**src/rtl/mem_bus_arbiter.sv**
```systemverilog
// Two-master arbiter for the shared MAR/MDR memory port: arbitrates fetch (port 0)
// and data (port 1), sequences the memory handshake and reports ack/err with read data.
module mem_bus_arbiter #(
  parameter int ADDR_W    = 8,
  parameter int DATA_W    = 16,
  parameter int TIMEOUT   = 15,
  parameter int FIXED_PRI = 0
) (
  input  logic                  clk,
  input  logic                  rst,
  input  logic [1:0]            req,
  input  logic [1:0]            rw,
  input  logic [2*ADDR_W-1:0]   addr,
  input  logic [2*DATA_W-1:0]   wdata,
  output logic [1:0]            grant,
  output logic [1:0]            ack,
  output logic [1:0]            err,
  output logic [DATA_W-1:0]     rdata,
  output logic                  busy,
  output logic [ADDR_W-1:0]     mar_out,
  output logic                  mar_in,
  output logic [DATA_W-1:0]     mdr_wdata,
  output logic                  memEN,
  output logic                  RW,
  input  logic                  MFC,
  input  logic [DATA_W-1:0]     mem_rdata
);

  localparam int CNT_W = (TIMEOUT > 0) ? $clog2(TIMEOUT + 1) : 1;

  typedef enum logic [2:0] {
    S_IDLE,
    S_SETUP,
    S_ACCESS,
    S_CAPTURE,
    S_ACK,
    S_ERR
  } state_t;

  state_t           state, state_nxt;
  logic             owner;
  logic             last_grant;
  logic             rw_lat;
  logic [CNT_W-1:0] cnt;
  logic             win;
  logic             timeout_hit;
  logic [1:0]       owner_oh;

  // On a tie, round-robin favours the port that did not win last time.
  always_comb begin
    win = 1'b0;
    case (req)
      2'b01:   win = 1'b0;
      2'b10:   win = 1'b1;
      2'b11:   win = (FIXED_PRI != 0) ? 1'b0 : ~last_grant;
      default: win = 1'b0;
    endcase
  end

  assign timeout_hit = (TIMEOUT != 0) && (cnt == CNT_W'(TIMEOUT - 1));

  always_comb begin
    state_nxt = state;
    case (state)
      S_IDLE:    if (req != 2'b00) state_nxt = S_SETUP;
      S_SETUP:   state_nxt = S_ACCESS;
      S_ACCESS: begin
        if (MFC)              state_nxt = S_CAPTURE;
        else if (timeout_hit) state_nxt = S_ERR;
      end
      S_CAPTURE: state_nxt = S_ACK;
      S_ACK:     state_nxt = S_IDLE;
      S_ERR:     state_nxt = S_IDLE;
      default:   state_nxt = S_IDLE;
    endcase
  end

  // Outputs decode from state only, so an async reset drops them immediately.
  always_comb begin
    owner_oh = owner ? 2'b10 : 2'b01;
    busy     = (state != S_IDLE);
    mar_in   = (state == S_SETUP);
    memEN    = (state == S_ACCESS);
    RW       = rw_lat && ((state == S_SETUP) || (state == S_ACCESS) || (state == S_CAPTURE));
    grant    = busy ? owner_oh : 2'b00;
    ack      = (state == S_ACK) ? owner_oh : 2'b00;
    err      = (state == S_ERR) ? owner_oh : 2'b00;
  end

  always_ff @(posedge clk or posedge rst) begin
    if (rst) begin
      state      <= S_IDLE;
      owner      <= 1'b0;
      last_grant <= 1'b1;
      rw_lat     <= 1'b0;
      mar_out    <= '0;
      mdr_wdata  <= '0;
      rdata      <= '0;
      cnt        <= '0;
    end else begin
      state <= state_nxt;
      case (state)
        S_IDLE: begin
          if (req != 2'b00) begin
            owner      <= win;
            last_grant <= win;
            rw_lat     <= win ? rw[1] : rw[0];
            mar_out    <= win ? addr[2*ADDR_W-1:ADDR_W] : addr[ADDR_W-1:0];
            mdr_wdata  <= win ? wdata[2*DATA_W-1:DATA_W] : wdata[DATA_W-1:0];
          end
        end
        S_SETUP: cnt <= '0;
        S_ACCESS: begin
          if (MFC && rw_lat) rdata <= mem_rdata;
          if (TIMEOUT != 0)  cnt <= cnt + 1'b1;
        end
        default: ;
      endcase
    end
  end

endmodule

```
**config.mk**
```make
export PLATFORM = sky130hd
export DESIGN_NAME = mem_bus_arbiter
export DESIGN_NICKNAME = d
export VERILOG_FILES = /design/src/rtl/mem_bus_arbiter.sv
export SDC_FILE = /design/constraint.sdc
export NUM_CORES = 1
export LEC_CHECK = 0
export ABC_AREA = 1
export ABC_CLOCK_PERIOD_IN_PS = 1450
export BUFFER_PORTS_ARGS = -buffer_cell sky130_fd_sc_hd__buf_4
export CORE_AREA = 2 2 80 82
export CTS_CLUSTER_DIAMETER = 60
export DETAILED_ROUTE_END_ITERATION = 16
export DIE_AREA = 0 0 82 84
export PLACE_DENSITY = 0.71
export SKIP_CTS_REPAIR_TIMING = 1
export SYNTH_ARGS = -nofsm -noshare
export SYNTH_HDL_FRONTEND = slang
export SYNTH_SLANG_ARGS = --single-unit
```
**constraint.sdc**
```tcl
create_clock -name clk -period 1.45 [get_ports clk]
set_input_delay 0.29 -clock clk [delete_from_list [all_inputs] [get_ports clk]]
set_output_delay 0.29 -clock clk [all_outputs]
set_load 0.02 [all_outputs]
```
==> results of run 1 <==
[final cells by class]
cell class                      instances  area (um2)
Multi-Input combinational cell        249        1050
Clock buffer                            7        76.3
Timing Repair Buffer                  144        1150
Clock inverter                          1        30.0
Tap cell                               77        96.3
Inverter                               14        61.3
Sequential cell                        50        1250
Fill cell                             568        2380
[per-stage QoR]
step	hold slack [ps]	setup slack, ps	utilization	cells
after global routing	221	-200	0.610	542
after detailed placement	268	24.3	0.567	523
after global placement	265	60.7	0.567	523
after CTS	-65.0	-254	0.584	531
after floorplan	332	89.3	-	325
final	219	-138	0.610	542
[worst register-to-register path, stage by stage, from the launching register on]
cell and delay (ps):
dfrtp_1 410, inv_2 130, nand2_4 70, nor2_4 160
nand2_1 330, nand2_1 160, nand2_1 60
[sequential cells by signal, summed over array words and instances, names as in the netlist]
name and count:
rw_lat 1, cnt 4, last_grant 1, state 3, rdata 16, mar_out 8
mdr_wdata 16, owner 1
[cell usage after synthesis]
master / instances / area share
nor2_1: 10 / 0.016
clkinv_1: 2 / 0.0031
nor2_2: 2 / 0.0052
dfrtp_1: 49 / 0.51
buf_1: 2 / 0.0031
inv_1: 10 / 0.016
dfstp_2: 1 / 0.011
nand4_1: 1 / 0.0026
clkbuf_1: 1 / 0.0016
buf_6: 2 / 0.0094
nor2_8: 1 / 0.0083
xnor2_1: 1 / 0.0036
buf_2: 5 / 0.010
o21ai_0: 6 / 0.012
buf_4: 2 / 0.0062
inv_2: 2 / 0.0031
nand3_1: 25 / 0.052
ha_1: 2 / 0.010
nand2_2: 2 / 0.0052
nand2_1: 199 / 0.31
[layer usage]
layer,vias to the layer above,part of all wire,GRT usage
met2,73,0.50,0.328
met4,0,0.0030,0.0364
met3,2,0.074,0.0487
li1,1265,-,-
met1,1120,0.42,0.244
met5,-,0,0
[report_power, final]
part / total [mW] / internal [mW] / switching, mW / leakage (nW)
Sequential: 2.47 / 2.04 / 0.427 / 0.626
Clock: 0.958 / 0.517 / 0.441 / 0.0524
Combinational: 4.26 / 1.86 / 2.40 / 1.47
Total: 7.69 / 4.42 / 3.27 / 2.15
[worst paths after layout]
| check | start | end | slack, ps | depth (start not counted) |
|---|---|---|---|---|
| min in group asynchronous | rst | mdr_wdata[15]$_DFFE_PP0P_ | 490 | 3 |
| worst min-delay path | mem_rdata[6] | rdata[6]$_DFFE_PP0P_ | 220 | 3 |
| worst min register to register | last_grant$_DFFE_PP1P_ | last_grant$_DFFE_PP1P_ | 480 | 2 |
| worst max register to register | state[2]$_DFFE_PP0P_ | rdata[7]$_DFFE_PP0P_ | 20 | 6 |
| worst max-delay path | state[2]$_DFFE_PP0P_ | memEN | -140 | 5 |
| max in group asynchronous | rst | mdr_wdata[4]$_DFFE_PP0P_ | 510 | 4 |
[cell families after synthesis]
family / after synthesis / synth area share
buf+inv: 26 / 0.0526
xor+xnor: 1 / 0.00364
simple gates: 240 / 0.400
compound gates: 6 / 0.0125
flops: 50 / 0.521
fa+ha+maj: 2 / 0.0104
[cell usage in the layout (no fill, tap or decap), types with 4 or more instances in the layout]
master,instances
buf_6,4
clkbuf_8,5
dfrtp_1,47
buf_4,135
nor2_1,9
nand3_1,25
o21ai_0,6
nand2_1,198
inv_1,8
==> run_summary.xml, run 1 <==
<?xml version="1.0" encoding="UTF-8"?>
<metrics>
  <group name="logic_synthesis">
    <metric name="yosysWarnings" unit="">0</metric>
    <metric name="synth.yosys.seq_area_share" unit="">0.521</metric>
    <metric name="synth.net_count" unit="">398</metric>
    <metric name="number_of_standard_cells_after_synthesis" unit="">325</metric>
    <metric name="postSynthRegisterBits" unit="">50</metric>
    <metric name="synth_cell_type_count" unit="">20</metric>
    <metric name="netlist_area" unit="um2">2400</metric>
    <metric name="post_synth.cell_area_avg" unit="um2">7.40</metric>
  </group>
  <group name="final_layout">
    <metric name="finalInstanceArea" unit="um2">3720</metric>
    <metric name="num_antenna_cells" unit="">0</metric>
    <metric name="drive_gt1_frac" unit="">0.351</metric>
    <metric name="final_nets" unit="">537</metric>
    <metric name="area_delta_synth_final" unit="%">54.7</metric>
  </group>
  <group name="sta">
    <metric name="finalClockSkew" unit="ps">9.53</metric>
    <metric name="final.period_utilization" unit="">1.10</metric>
    <metric name="timing.final.ws_setup" unit="ps">-138</metric>
    <metric name="final.min_clock_period" unit="ps">1590</metric>
    <metric name="setup_tns" unit="ps">-756</metric>
    <metric name="report.final.setup_viol" unit="">9</metric>
    <metric name="finalMaxSlewViolations" unit="">0</metric>
    <metric name="slew_headroom" unit="">0.668</metric>
    <metric name="timing.fmax" unit="MHz">630</metric>
    <metric name="rsz0062_at_grt" unit="">true</metric>
    <metric name="timing.final.hold_violations" unit="">0</metric>
    <metric name="transition_at_the_pin_with_the_smallest_max_transition_slack" unit="ps">496</metric>
  </group>
  <group name="clock_network">
    <metric name="clk_path_buf_depth" unit="">2</metric>
    <metric name="ctsHtreeMaxLevel" unit="">2</metric>
    <metric name="tritoncts" unit="">yes</metric>
    <metric name="clkLatencyLatePin" unit="ps">300</metric>
    <metric name="number_of_cts_inserted_buffers" unit="">5</metric>
    <metric name="clock_sink_count" unit="">50</metric>
    <metric name="clkTransAtPathRegs" unit="ps">90</metric>
    <metric name="library_cell_used_as_clock_root_buffer" unit="">clkbuf_8</metric>
  </group>
  <group name="power">
    <metric name="peakVddDrop" unit="mV">0.879</metric>
    <metric name="p_leak" unit="nW">2.15</metric>
    <metric name="power_density" unit="nW/um2">2070</metric>
    <metric name="power" unit="mW">7.69</metric>
  </group>
  <group name="worst_setup_path">
    <metric name="worstPathRequired" unit="ps">1160</metric>
    <metric name="cp_max_fo" unit="">5</metric>
    <metric name="critical_path.max_stage_delay" unit="ps">410</metric>
    <metric name="worst_ep_arrival_time" unit="ps">1300</metric>
    <metric name="crit_path_start_kind" unit="">flop</metric>
    <metric name="setup.worst_path.end_class" unit="">primary output</metric>
    <metric name="cp_cell_sequence" unit="">inv_2 &gt; nand2_4 &gt; nor2_4 &gt; buf_12 &gt; buf_8</metric>
    <metric name="slowest_stage" unit="">dfrtp_1</metric>
    <metric name="timing.setup.critical_path_class" unit="">reg -&gt; out</metric>
    <metric name="path_delay_family" unit="">flip-flops</metric>
    <metric name="worst-path-buf-inv" unit="">3</metric>
  </group>
  <group name="drt">
    <metric name="routed_wire_length_per_instance" unit="um">11.9</metric>
    <metric name="post-route-drc-count" unit="">0</metric>
    <metric name="route.vias.total" unit="">2460</metric>
    <metric name="ant_nets" unit="">0</metric>
    <metric name="drt_pre_antenna_iters" unit="">4</metric>
    <metric name="post_drt_via_cell_ratio" unit="">4.54</metric>
    <metric name="detail_route.iter0.violations" unit="">86</metric>
    <metric name="routed_wire_length" unit="um">6440</metric>
  </group>
  <group name="die">
    <metric name="row_count" unit="">29</metric>
    <metric name="die-height" unit="um">84</metric>
    <metric name="die-area" unit="um2">6890</metric>
    <metric name="floorplan.io_pins" unit="">121</metric>
    <metric name="floorplan.die.width" unit="um">82</metric>
    <metric name="fp.coreArea" unit="um2">6100</metric>
    <metric name="initial_cell_density_of_the_core" unit="">0.394</metric>
  </group>
  <group name="outcome">
    <metric name="violations_in_the_final_reports" unit="">setup timing</metric>
    <metric name="run_status" unit="">complete, but fails checks</metric>
  </group>
  <group name="min_path">
    <metric name="worst_hold_check_path_type" unit="">in -&gt; reg</metric>
  </group>
  <group name="run">
    <metric name="cap_viol_max_count" unit="">0</metric>
  </group>
  <group name="grt">
    <metric name="grt_pass1_wl" unit="um">10500</metric>
    <metric name="grt_max_degree" unit="">27</metric>
    <metric name="grt_pass1_vias" unit="">2354</metric>
    <metric name="grt_util_all_layers" unit="">0.192</metric>
    <metric name="grt_overflow" unit="">0</metric>
    <metric name="antenna_violations_before_repair" unit="">0</metric>
  </group>
  <group name="place">
    <metric name="gp_congestion" unit="">0.732</metric>
    <metric name="post-dp-hpwl" unit="um">4760</metric>
    <metric name="io_buffer_count" unit="">120</metric>
    <metric name="placedInstanceArea" unit="um2">3450</metric>
  </group>
</metrics>
Note: power is estimated with default switching activity, not from simulation.
==> run 2: changes to the inputs <==
--- a/config.mk
+++ b/config.mk
@@ -8,11 +8,14 @@
 export ABC_AREA = 1
 export ABC_CLOCK_PERIOD_IN_PS = 1450
 export BUFFER_PORTS_ARGS = -buffer_cell sky130_fd_sc_hd__buf_4
-export CORE_AREA = 2 2 80 82
+export CELL_PAD_IN_SITES_DETAIL_PLACEMENT = 1
+export CELL_PAD_IN_SITES_GLOBAL_PLACEMENT = 1
+export CORE_AREA = 2 2 96 98
 export CTS_CLUSTER_DIAMETER = 60
 export DETAILED_ROUTE_END_ITERATION = 16
-export DIE_AREA = 0 0 82 84
-export PLACE_DENSITY = 0.71
+export DIE_AREA = 0 0 98 100
+export GPL_ROUTABILITY_DRIVEN = 0
+export PLACE_DENSITY = 0.72
 export SKIP_CTS_REPAIR_TIMING = 1
 export SYNTH_ARGS = -nofsm -noshare
 export SYNTH_HDL_FRONTEND = slang
==> run 2 against run 1 <==
Effect of this change:
- the flow still finishes with violations (setup timing)
- hold slack got worse by 2.3 ps
- sequential power about the same
- routed wire length increased by 19%
- via count increased by 4.1%
- critical path depth decreased by 1
- total power increased by 1.5%
- clock power increased by 0.7%
- combinational power increased by 2%
- non-clock buffer count decreased by 2
- setup slack got worse by 4.1 ps
- critical path type unchanged
- critical endpoint is now RW
- highest routed layer unchanged
==> run_summary.xml, run 2 (synthesized netlist as in run 1, its figures left out) <==
<?xml version="1.0" encoding="UTF-8"?>
<metrics>
  <group name="grt">
    <metric name="grt_pass1_vias" unit="">2648</metric>
    <metric name="global_route.peak_usage_layer" unit="">met2</metric>
    <metric name="grt_max_degree" unit="">27</metric>
    <metric name="grt_use_met3" unit="">0.0397</metric>
    <metric name="grt_overflow" unit="">0</metric>
    <metric name="grt_pass1_wl" unit="um">12400</metric>
    <metric name="antenna_violations_before_repair" unit="">0</metric>
    <metric name="globalRouteMet1Util" unit="">0.187</metric>
    <metric name="grt_util_all_layers" unit="">0.156</metric>
    <metric name="use_met2" unit="">0.285</metric>
  </group>
  <group name="worst_setup_path">
    <metric name="timing.setup.critical_path_class" unit="">reg -&gt; out</metric>
    <metric name="setup.worst_path.end_class" unit="">primary output</metric>
    <metric name="critical_path.max_stage_delay" unit="ps">470</metric>
    <metric name="worst-path-buf-inv" unit="">2</metric>
    <metric name="slowest_stage" unit="">dfrtp_2</metric>
    <metric name="cp_cell_sequence" unit="">nor2_4 &gt; buf_4 &gt; nor2_1 &gt; buf_4</metric>
    <metric name="worst_ep_arrival_time" unit="ps">1300</metric>
    <metric name="cpMostUsedCell" unit="">buf_4</metric>
    <metric name="cp_max_fo" unit="">4</metric>
    <metric name="path_delay_family" unit="">flip-flops</metric>
    <metric name="worstPathRequired" unit="ps">1160</metric>
    <metric name="crit_path_start_kind" unit="">flop</metric>
  </group>
  <group name="clock_network">
    <metric name="clkLatencyLatePin" unit="ps">300</metric>
    <metric name="clk_path_buf_depth" unit="">2</metric>
    <metric name="library_cell_used_as_clock_root_buffer" unit="">clkbuf_8</metric>
    <metric name="ctsHtreeMaxLevel" unit="">2</metric>
    <metric name="number_of_cts_inserted_buffers" unit="">5</metric>
    <metric name="clkTransAtPathRegs" unit="ps">90</metric>
    <metric name="clock_sink_count" unit="">50</metric>
    <metric name="tritoncts" unit="">yes</metric>
  </group>
  <group name="sta">
    <metric name="rsz0062_at_grt" unit="">true</metric>
    <metric name="final.period_utilization" unit="">1.10</metric>
    <metric name="transition_at_the_pin_with_the_smallest_max_transition_slack" unit="ps">291</metric>
    <metric name="slew_headroom" unit="">0.806</metric>
    <metric name="final.min_clock_period" unit="ps">1590</metric>
    <metric name="timing.final.ws_setup" unit="ps">-143</metric>
    <metric name="finalMaxSlewViolations" unit="">0</metric>
    <metric name="timing.final.hold_violations" unit="">0</metric>
    <metric name="timing.fmax" unit="MHz">628</metric>
    <metric name="report.final.setup_viol" unit="">10</metric>
    <metric name="finalClockSkew" unit="ps">9.38</metric>
  </group>
  <group name="power">
    <metric name="peakVddDrop" unit="mV">0.512</metric>
    <metric name="p_clk_frac" unit="">0.124</metric>
    <metric name="switching_share" unit="">0.441</metric>
    <metric name="p_seq_frac" unit="">0.321</metric>
    <metric name="comb_power_share" unit="">0.555</metric>
    <metric name="netsw" unit="mW">3.44</metric>
    <metric name="power_density" unit="nW/um2">2070</metric>
    <metric name="p_leak" unit="nW">2.15</metric>
    <metric name="p_int" unit="mW">4.36</metric>
  </group>
  <group name="final_layout">
    <metric name="drive_gt1_frac" unit="">0.369</metric>
    <metric name="area_delta_synth_final" unit="%">57.1</metric>
    <metric name="num-fill-cells" unit="">1105</metric>
    <metric name="final_nets" unit="">535</metric>
    <metric name="finalInstanceArea" unit="um2">3780</metric>
    <metric name="num_antenna_cells" unit="">0</metric>
    <metric name="final_core_util" unit="">0.425</metric>
    <metric name="reg.largest.list" unit="">mdr_wdata (16), rdata (16), mar_out (8)</metric>
    <metric name="layout.cells.most_common_list" unit="">nand2_1 (197), buf_4 (131), dfrtp_1 (46)</metric>
    <metric name="final_common_cell" unit="">nand2_1</metric>
  </group>
  <group name="run">
    <metric name="cap_viol_max_count" unit="">0</metric>
  </group>
  <group name="die">
    <metric name="initial_cell_density_of_the_core" unit="">0.270</metric>
    <metric name="die-height" unit="um">100</metric>
    <metric name="row_count" unit="">35</metric>
    <metric name="fp.coreArea" unit="um2">8890</metric>
    <metric name="floorplan.die.width" unit="um">98</metric>
    <metric name="die-area" unit="um2">9800</metric>
    <metric name="floorplan.io_pins" unit="">121</metric>
  </group>
  <group name="place">
    <metric name="placedInstanceArea" unit="um2">3500</metric>
    <metric name="post-dp-hpwl" unit="um">5730</metric>
    <metric name="io_buffer_count" unit="">120</metric>
  </group>
  <group name="outcome">
    <metric name="violations_in_the_final_reports" unit="">setup timing</metric>
    <metric name="run_status" unit="">complete, but fails checks</metric>
  </group>
  <group name="drt">
    <metric name="drt_pre_antenna_iters" unit="">4</metric>
    <metric name="routed_wire_length" unit="um">7660</metric>
    <metric name="routed_wire_length_per_instance" unit="um">13.4</metric>
    <metric name="route.vias.total" unit="">2561</metric>
    <metric name="post_drt_via_cell_ratio" unit="">4.46</metric>
    <metric name="detail_route.iter0.violations" unit="">35</metric>
    <metric name="ant_nets" unit="">0</metric>
    <metric name="post-route-drc-count" unit="">0</metric>
  </group>
  <group name="min_path">
    <metric name="worst_hold_check_path_type" unit="">in -&gt; reg</metric>
  </group>
</metrics>
[run 2: cell count changes in the layout (fill, tap and decap cells not counted), moves of 2 or more]
cell,delta
buf_4,-4
buf_6,+4
clkbuf_1,-2
clkinv_2,+2
nand3_1,-2
nand3_2,+2
nor2_1,-4
nor2_2,+2
nor2_4,+2
[run 2: area by class of cell]
type / count / area (um2) / share of cell area
multi-input combinational: 249 / 1080 / 0.287
clock buffer: 5 / 68.8 / 0.0182
clock inverter: 3 / 40.0 / 0.0106
inverter: 14 / 66.3 / 0.0176
sequential: 50 / 1260 / 0.333
tap: 111 / 139 / 0.0368
timing repair buffer: 142 / 1120 / 0.298
[run 2: metal layers]
metal	up-vias	part of all wire
met5	-	0
met3	4	0.070
met4	0	0.0039
li1	1262	-
met2	87	0.51
met1	1208	0.42
[run 2: tightest hold or removal path: cells and delay by family]
kind                   cells  cell delay, ps
buffers and inverters      1              70
and+or+nand+nor            2             120
[run 2: power by group through the flow]
stage | registers (mW) | clock network [mW] | logic (mW)
after global placement | 2.45 | 0 | 3.86
after CTS | 2.45 | 0.997 | 3.99
final | 2.50 | 0.965 | 4.33
after global routing | 2.60 | 1.06 | 4.79
after floorplan | 3.03 | 0 | 1.66
after detailed placement | 2.47 | 0 | 3.98
[run 2: path summary, 6_finish.rpt]
check	startpoint	endpoint	slack, ps	cells after the start
worst min register to register	last_grant$_DFFE_PP1P_	last_grant$_DFFE_PP1P_	470	2
min in group asynchronous	rst	mdr_wdata[14]$_DFFE_PP0P_	520	3
max in group asynchronous	rst	rdata[13]$_DFFE_PP0P_	530	4
worst max register to register	state[0]$_DFFE_PP0P_	mdr_wdata[12]$_DFFE_PP0P_	30	7
worst max-delay path	state[0]$_DFFE_PP0P_	RW	-140	4
worst min-delay path	mem_rdata[0]	rdata[0]$_DFFE_PP0P_	220	3
[run 2: through the flow]
stage | cells | TNS (ps) | hold WS [ps] | worst slack (ps) | power, mW
4_1_cts | 567 | -1260 | -65.3 | -274 | 7.44
6_report | 574 | -1020 | 216 | -143 | 7.80
3_3_place_gp | 559 | 0 | 268 | 82.4 | 6.31
2_1_floorplan | 325 | 0 | 332 | 89.3 | 4.70
3_5_place_dp | 559 | 0 | 266 | 48.0 | 6.46
5_1_grt | 574 | -3220 | 213 | -209 | 8.44
